==> src/rtl/algo_1r1u_rmw.sv <==
// 1-read/1-update algorithmic memory front-end with read-modify-write opcodes.
// Zero-fills the t1 SRAM after reset and forwards in-flight updates to returning reads.
module algo_1r1u_rmw #(
    parameter int WIDTH      = 32,
    parameter int NUMADDR    = 8192,
    parameter int BITADDR    = 13,
    parameter int SRAM_DELAY = 2,
    parameter int SATURATE   = 1
) (
    input  logic               clk,
    input  logic               rst_n,
    output logic               ready,

    input  logic               read,
    input  logic [BITADDR-1:0] rd_adr,
    output logic               rd_vld,
    output logic [WIDTH-1:0]   rd_dout,
    output logic               rd_fwrd,

    input  logic               write,
    input  logic [1:0]         upd_op,
    input  logic [WIDTH-1:0]   din,
    output logic               upd_err,

    output logic               t1_readA,
    output logic [BITADDR-1:0] t1_addrA,
    input  logic [WIDTH-1:0]   t1_doutA,
    output logic               t1_writeB,
    output logic [BITADDR-1:0] t1_addrB,
    output logic [WIDTH-1:0]   t1_dinB
);

    typedef enum logic {
        ST_INIT = 1'b0,
        ST_RUN  = 1'b1
    } state_t;

    localparam logic [BITADDR-1:0] LAST_ADR = BITADDR'(NUMADDR - 1);

    localparam logic [1:0] OP_WRITE = 2'd0;
    localparam logic [1:0] OP_ADD   = 2'd1;
    localparam logic [1:0] OP_SUB   = 2'd2;
    localparam logic [1:0] OP_CLEAR = 2'd3;

    state_t               r_state;
    state_t               w_nstate;
    logic [BITADDR-1:0]   r_cnt;

    logic                 w_run;
    logic                 w_acc;

    logic [SRAM_DELAY-1:0] r_pvld;
    logic [BITADDR-1:0]    r_padr [SRAM_DELAY];
    logic                  w_tvld;
    logic [BITADDR-1:0]    w_tadr;

    logic [SRAM_DELAY-1:0] r_hvld;
    logic [BITADDR-1:0]    r_hadr [SRAM_DELAY];
    logic [WIDTH-1:0]      r_hdat [SRAM_DELAY];
    logic                  w_fhit;
    logic [WIDTH-1:0]      w_fdat;

    logic [WIDTH-1:0]      w_old;
    logic [WIDTH:0]        w_sum;
    logic [WIDTH:0]        w_dif;
    logic [WIDTH-1:0]      w_new;
    logic                  w_upd;

    // FSM state register
    always_ff @(posedge clk or negedge rst_n) begin
        if (!rst_n) begin
            r_state <= ST_INIT;
        end else begin
            r_state <= w_nstate;
        end
    end

    always_ff @(posedge clk or negedge rst_n) begin
        if (!rst_n) begin
            r_cnt <= '0;
        end else if (r_state == ST_INIT) begin
            r_cnt <= r_cnt + BITADDR'(1);
        end
    end

    // FSM next-state logic: leave INIT after the cycle that clears the last word
    always_comb begin
        w_nstate = r_state;
        case (r_state)
            ST_INIT: if (r_cnt == LAST_ADR) w_nstate = ST_RUN;
            ST_RUN:  w_nstate = ST_RUN;
            default: w_nstate = ST_INIT;
        endcase
    end

    assign w_run = (r_state == ST_RUN);
    assign w_acc = read & w_run;

    always_ff @(posedge clk or negedge rst_n) begin
        if (!rst_n) begin
            r_pvld <= '0;
            for (int i = 0; i < SRAM_DELAY; i++) begin
                r_padr[i] <= '0;
            end
        end else begin
            r_pvld[0] <= w_acc;
            r_padr[0] <= rd_adr;
            for (int i = 1; i < SRAM_DELAY; i++) begin
                r_pvld[i] <= r_pvld[i-1];
                r_padr[i] <= r_padr[i-1];
            end
        end
    end

    assign w_tvld = r_pvld[SRAM_DELAY-1];
    assign w_tadr = r_padr[SRAM_DELAY-1];

    // Entry 0 is the newest update; the window spans exactly the updates t1 cannot see
    always_ff @(posedge clk or negedge rst_n) begin
        if (!rst_n) begin
            r_hvld <= '0;
            for (int i = 0; i < SRAM_DELAY; i++) begin
                r_hadr[i] <= '0;
                r_hdat[i] <= '0;
            end
        end else begin
            r_hvld[0] <= w_upd;
            r_hadr[0] <= w_tadr;
            r_hdat[0] <= w_new;
            for (int i = 1; i < SRAM_DELAY; i++) begin
                r_hvld[i] <= r_hvld[i-1];
                r_hadr[i] <= r_hadr[i-1];
                r_hdat[i] <= r_hdat[i-1];
            end
        end
    end

    // Scan oldest to newest so the most recent matching update wins
    always_comb begin
        w_fhit = 1'b0;
        w_fdat = '0;
        for (int i = SRAM_DELAY - 1; i >= 0; i--) begin
            if (r_hvld[i] && (r_hadr[i] == w_tadr)) begin
                w_fhit = 1'b1;
                w_fdat = r_hdat[i];
            end
        end
    end

    assign w_old   = w_fhit ? w_fdat : t1_doutA;
    assign rd_vld  = w_tvld;
    assign rd_fwrd = w_tvld & w_fhit;
    assign rd_dout = w_tvld ? w_old : '0;

    assign w_sum = {1'b0, w_old} + {1'b0, din};
    assign w_dif = {1'b0, w_old} - {1'b0, din};

    always_comb begin
        w_new = '0;
        case (upd_op)
            OP_WRITE: w_new = din;
            OP_ADD: begin
                if ((SATURATE != 0) && w_sum[WIDTH]) w_new = '1;
                else                                 w_new = w_sum[WIDTH-1:0];
            end
            OP_SUB: begin
                if ((SATURATE != 0) && w_dif[WIDTH]) w_new = '0;
                else                                 w_new = w_dif[WIDTH-1:0];
            end
            OP_CLEAR: w_new = '0;
            default:  w_new = '0;
        endcase
    end

    assign w_upd   = write & w_tvld;
    assign upd_err = write & w_run & ~w_tvld;

    assign t1_readA = w_acc;
    assign t1_addrA = w_acc ? rd_adr : '0;

    // FSM outputs: port B is owned by the sweep in INIT and by updates in RUN
    always_comb begin
        ready     = 1'b0;
        t1_writeB = 1'b0;
        t1_addrB  = '0;
        t1_dinB   = '0;
        case (r_state)
            ST_INIT: begin
                t1_writeB = rst_n;
                t1_addrB  = r_cnt;
            end
            ST_RUN: begin
                ready = 1'b1;
                if (w_upd) begin
                    t1_writeB = 1'b1;
                    t1_addrB  = w_tadr;
                    t1_dinB   = w_new;
                end
            end
            default: begin
                ready = 1'b0;
            end
        endcase
    end

endmodule

==> config.mk <==
export PLATFORM = sky130hd
export DESIGN_NAME = algo_1r1u_rmw
export DESIGN_NICKNAME = d
export VERILOG_FILES = /design/src/rtl/algo_1r1u_rmw.sv
export SDC_FILE = /design/constraint.sdc
export NUM_CORES = 1
export LEC_CHECK = 0
export CAP_MARGIN = 40
export CORE_ASPECT_RATIO = 1.2
export CORE_MARGIN = 5
export CORE_UTILIZATION = 35
export CTS_CLUSTER_DIAMETER = 60
export DETAILED_ROUTE_END_ITERATION = 8
export PLACE_DENSITY = 0.63
export RECOVER_POWER = 25
export SETUP_SLACK_MARGIN = 0.3
export SYNTH_ARGS = -nofsm -noshare
export SYNTH_HDL_FRONTEND = slang
export SYNTH_SLANG_ARGS = --single-unit
==> constraint.sdc <==
create_clock -name clk -period 5.3 [get_ports clk]
set_input_delay 0.53 -clock clk [delete_from_list [all_inputs] [get_ports clk]]
set_output_delay 0.53 -clock clk [all_outputs]
set_load 0.05 [all_outputs]
Word-level counts from Yosys, hierarchy flattened

Index checks and enable logic that the tools add are counted.

Input bits: 83
Bits in registers: 134

Equality and inequality tests: 6
Muxes and demuxes: 19
Reductions and logical operators: 3
$add $sub $neg: 3
Bitwise gates (word level): 7

Operators with widths:

| operator                                                              | count |
|---|---|
| 32-bit 2-to-1 mux                                                     | 8 |
| 32-bit case mux with 4 select lines                                   | 1 |
| 32-bit by 32-bit adder with 33-bit output                             | 1 |
| 32-bit by 32-bit subtractor with 33-bit output                        | 1 |
| 13-bit equality test                                                  | 2 |
| 13-bit 2-to-1 mux                                                     | 2 |
| 13-bit case mux with 2 select lines                                   | 1 |
| 13-bit by 1-bit adder with 13-bit output, second input constant       | 1 |
| 13-bit equality test, second input constant                           | 1 |
| 1-bit AND                                                             | 5 |
| 1-bit 2-to-1 mux                                                      | 5 |
| 2-bit equality test, second input constant                            | 2 |
| 1-bit case mux with 2 select lines                                    | 2 |
| 2-bit by 1-bit equality test with 1-bit output, second input constant | 1 |
| 1-bit logical AND                                                     | 2 |
| 2-bit logical NOT                                                     | 1 |
| 1-bit inverter                                                        | 2 |

Logic depth before layout (Yosys ltp)

Depth after elaboration: 10
Gate-level depth with buffers: 21

Worst setup path after synthesis

Ideal clock, no wire load.

Kind: register -> output
From: register r_padr, in the netlist w_tadr[4]
To: output t1_dinB[24]
Slack: -1.727 ns
Stages on the path, launching flop included: 18
Arrival: 6.497 ns
Path buffers: 2
Data required time: 4.770 ns
Cell sequence: dfrtp_1 > xnor2_1 > nand4_1 > nor4_1 > buf_2 > mux2i_1 > a21oi_1 > ha_1 > buf_2 > o21ba_2 > a2111o_1 > a31oi_2 > o21ai_1 > nand3_1 > a2111oi_4 > nor2_1 > nor2_2 > a2111oi_0

Word-level cells in the longest chain between the ends: 10
Elaborated cells between the ends (all ways): 16

Ends and longest elaborated chain:

| element                                                                                                            | RTL line | text |
|---|---|---|
| from (decl)                                                                                                        | 53       | `logic [BITADDR-1:0] r_padr [SRAM_DELAY];` |
| from (signal, indexed assignment)                                                                                  | 110      | `r_padr[i] <= r_padr[i-1];` |
| 13-bit equality test                                                                                               | 143      | `if (r_hvld[i] && (r_hadr[i] == w_tadr)) begin` |
| 1-bit logical AND                                                                                                  | 143      |  |
| 32-bit 2-to-1 mux / 1-bit 2-to-1 mux (equally long branches) (2 in series)                                         | 143      |  |
| 32-bit 2-to-1 mux (*)                                                                                              | 150      | `assign w_old = w_fhit ? w_fdat : t1_doutA;` |
| 32-bit by 32-bit subtractor with 33-bit output / 32-bit by 32-bit adder with 33-bit output (equally long branches) | 156, 155 |  |
| 32-bit 2-to-1 mux (on tied branches)                                                                               | 167, 163 |  |
| 32-bit case mux with 4 select lines (*)                                                                            | 160      | `case (upd_op)` |
| 32-bit 2-to-1 mux (*)                                                                                              | 194      | `if (w_upd) begin` |
| 32-bit 2-to-1 mux (*)                                                                                              | 187      | `case (r_state)` |
| to (decl)                                                                                                          | 30       | `output logic [WIDTH-1:0] t1_dinB` |

Every way passes the cells marked *; elsewhere a longest branch is shown, timed or not.

Final worst setup path

From: register r_padr, in the netlist w_tadr[10]
To: output t1_dinB[11]

The elaborated chain is that of the path after synthesis.

==> impl_metrics.tcl <==
set metrics [dict create \
    outcome "complete, but fails checks" \
    violations "capacitance limit, slew limit, setup timing" \
    nFillCells 2393 \
    synth_top_family_by_area "compound AO/OA/AOI/OAI gates" \
    remaining_drc_errors 0 \
    synth.area.mux_share_pct 3.49 \
    clock-sinks 134 \
    cts_root_buf "clkbuf_16" \
    first_pass_iters 8 \
    numCtsBuffers 17 \
    fin_ws_ps -454 \
    drt-initial-drc-count 833 \
    routed_wirelength_um 42900 \
    fin_setup_tns_ps -9900 \
    synth_xor_xnor_area_share_pct 6.97 \
    gp_congestion 0.982 \
    synth_top_area_share_pct 34.2 \
    required_ps 4770 \
    synth_edf_count 0 \
    ff2ff_setup_slack_ps 400 \
    dpl.hpwl_um 33500 \
    antenna_found_initial 1 \
    p_per_area_nw_per_um2 217 \
    grt_usage_pct 26.6 \
    syn_inst 1155 \
    drv_cap 1 \
    stdcell_count 1984 \
    nets 1741 \
    tritoncts "built" \
    yosysWarnings 0 \
    avgRoutedWirePerCell_um 21.6 \
    synth_compound_area_share_pct 22.8 \
    hold_class "register to register" \
    die_x_um 163 \
    viasPerCell 5.40 \
    synthAdderAreaFrac_pct 8.71 \
    grt_max_degree 72 \
    rsz0062_at_grt "true" \
    finalSetupViolCount 32 \
    drive_above_1_share_pct 34.8 \
    endpoint_kind "primary output" \
    synth_ff_type "dfrtp_1" \
    die_area_um2 31500 \
    multi_input_area_um2 7110 \
    drv_slew 72 \
    ys_ff_latch 134 \
    slowest_stage "a2111oi_4" \
    insertion_delay_ps 430 \
    r2r_cells 25 \
    synth-simple-area-share_pct 18.0 \
    syn_nets 1305 \
    worstPathMaxFanout 15 \
    peakVddDrop_v 0.000217 \
    reg2reg_to "r_hdat[50]" \
    reg2reg_from "w_tadr[10]" \
    clkTransAtPathRegs_ps 60 \
    grt_pass1_vias 11100 \
    path_cells "buf_6 -> xnor2_2 -> nand4_1 -> nor2_2 -> nand4_1 -> buf_4 -> bufbuf_16 -> nor2_4 -> a21oi_4 -> buf_4 -> ha_1 -> a21o_1 -> or3_4 -> o21ai_2 -> nand3_2 -> a2111oi_4 -> buf_4 -> o21ai_1 -> a222oi_1 -> buf_4 -> nor2_1 -> buf_6" \
    cpPeakStageDelay_ps 490 \
    initial_core_util_pct 35.3 \
    rows 67 \
    tightest_slew_ps 3870 \
    ys_async_sr_fraction_pct 100 \
    synthTopCellsByArea "dfrtp_1 (34%), ha_1 (8.3%), a21oi_1 (5.9%), xnor2_1 (5.7%), nor2_1 (3.9%)" \
    avgSynthCellArea_um2 8.48 \
    hold_viol 0 \
    buffer_ports.inserted 178 \
    synth_area_um2 9800 \
    holdPathEnd "w_tadr[5]" \
    synth.largest_area_cell "dfrtp_1" \
    cts_max_path_buffers 2 \
    max_freq_ghz 0.174 \
    path_class "register to primary output" \
    core_area_um2 27700 \
    htree_levels 4 \
    relSlewSlack_pct -158 \
    fin_skew_ps 12.7 \
    yosysSeqAreaShare_pct 34.2 \
    timing.final.crit_share_pct 109 \
    p_leak_nw 7.04 \
    synth_cell_types 76 \
    hp-start "r_padr[18]" \
    cp-start-kind "register" \
    ios 179 \
    ant_nets 0 \
    cp.arrival_ps 5220 \
    die_h_um 193 \
    whs_path_depth 0 \
    grt_pass1_wl_um 64800 \
    crit_top_cell "buf_4" \
    grt_overflow 0 \
    dp.cells 1892 \
    period_minus_slack_ps 5750 \
    area_growth_pct 64.7 \
    vias 10700 \
    seq_area_um2 3350 \
]
-- metrics by stage --
stage	setup slack (ps)	instance area (um^2)	util [%]	hold WS (ps)	power, mW
after global placement	-470	13800	49.8	333	2.17
after CTS	-429	15400	55.7	138	3.41
after global routing	-679	16100	58.2	351	3.66
final	-454	16100	58.2	348	3.50
after detailed placement	-438	13900	49.9	335	2.17
after floorplan	292	10000	-	234	1.67
-- worst max-delay path, delay by kind of cell (launching register included) --
kind / cells / cell delay [ps]
buf+inv: 7 / 1360
simple gates: 7 / 1200
flops: 1 / 410
fa+ha+maj: 1 / 190
compound gates: 6 / 1480
xor+xnor: 1 / 140
-- layout by cell type (no fill, tap or decap), drive strengths merged, types with 4 or more instances in the layout --
cell type      synthesis  layout
ha                    65      65
o311ai                 4       4
a2111oi                6       6
xnor2                 64      64
a31oi                 12      12
inv                   86      95
clkdlybuf4s50          0     134
nor3                  21      21
nand3                 24      24
o21ai                 52      52
a21oi                115     115
o22ai                  5       5
o31a                   4       4
o221a                  6       6
o31ai                  9       9
dfrtp                134     134
clkinvlp               0       4
and2                  40      40
o21bai                16      16
xor2                  14      14
nand2b                 8       8
clkbuf                50      18
nor2b                 16      16
or4                    4       4
a22oi                  6       6
nand2                 83      83
nor4                  17      17
a211oi                11      11
o2bb2ai                7       7
nand4                 16      16
and3                  18      18
a221oi                 5       5
mux2i                 33      33
buf                   12     332
o211ai                10      10
dlygate4sd3            0      11
nor2                 102     102
a21o                  21      21
a222oi                 5       5
-- flip-flops by register name, indices dropped and copies added, names as in the netlist --
signal   count
r_state      1
w_tadr      13
r_hadr      26
r_cnt       13
r_padr      13
r_pvld       2
r_hdat      64
r_hvld       2
-- per-layer routing --
metal | global-route usage (%) | routed length (um) | up-vias | part of all wire (%)
met1 | 33.3 | 17300 | 5255 | 40
met5 | 0 | 13 | - | 0.030
li1 | - | - | 4983 | -
met2 | 46.0 | 21600 | 391 | 50
met4 | 9.51 | 1570 | 2 | 3.6
met3 | 4.30 | 2450 | 87 | 5.7
-- what timing repair did --
| item | 4_1_cts | 5_1_grt |
|---|---|---|
| setup buffers | 38 | 20 |
| endpoints found under the setup margin | 42 | 40 |
| gates resized for setup | 164 | 94 |
| hold buffers | 0 | 0 |
| cloned | 1 | 0 |
| pin swaps | 57 | 63 |
-- where the power goes --
part | switching [mW] | leakage (nW) | total (mW) | internal (mW)
Sequential | 0.0483 | 1.63 | 1.16 | 1.11
Clock | 0.501 | 0.266 | 1.12 | 0.617
Combinational | 0.641 | 5.15 | 1.22 | 0.579
Total | 1.19 | 7.04 | 3.50 | 2.31
-- worst max path at each step --
stage / slack (ps) / to / start
finish: -450 / t1_dinB[11] / w_tadr[10]
global route: -680 / t1_dinB[11] / w_tadr[8]
CTS: -430 / t1_dinB[10] / r_hadr[11]
detailed placement: -440 / t1_dinB[10] / w_tadr[10]
global placement: -470 / t1_dinB[10] / w_tadr[5]
floorplan: 290 / t1_dinB[13] / w_tadr[10]
-- final cells by class --
type,count,share of cell area [%]
multi-input cells,872,44.0
repair buffers,479,26.7
flip-flops and latches,134,20.8
well taps,379,2.94
clock buffers,17,2.64
inverters,87,2.02
clock inverters,15,0.853
diodes,1,0.0155
-- kinds of logic after synthesis --
logic type	count (synthesis)
simple gates	361
compound gates	332
buf+inv	149
flops	134
xor+xnor	78
fa+ha+maj	67
mux	34
-- cells in the mapped netlist, types with 4 or more instances --
| cell | number |
|---|---|
| o31ai_1 | 9 |
| nor3_1 | 21 |
| nor2_1 | 101 |
| a221oi_1 | 5 |
| xor2_1 | 14 |
| o21bai_1 | 16 |
| or4_1 | 4 |
| o211ai_1 | 10 |
| and2_1 | 40 |
| xnor2_1 | 64 |
| nand4_1 | 16 |
| o31a_1 | 4 |
| mux2i_1 | 33 |
| a21oi_1 | 115 |
| o21ai_0 | 47 |
| nor2b_1 | 16 |
| ha_1 | 65 |
| a22oi_1 | 6 |
| o21ai_1 | 4 |
| a211oi_1 | 11 |
| dfrtp_1 | 134 |
| and3_1 | 18 |
| a21o_1 | 21 |
| clkbuf_1 | 50 |
| buf_2 | 9 |
| o2bb2ai_1 | 7 |
| nand2_1 | 83 |
| nand2b_1 | 8 |
| a31oi_1 | 11 |
| nor4_1 | 17 |
| o22ai_1 | 5 |
| inv_1 | 85 |
| o221a_2 | 6 |
| a222oi_1 | 5 |
| nand3_1 | 24 |
Note: power is estimated with default switching activity, not from simulation.
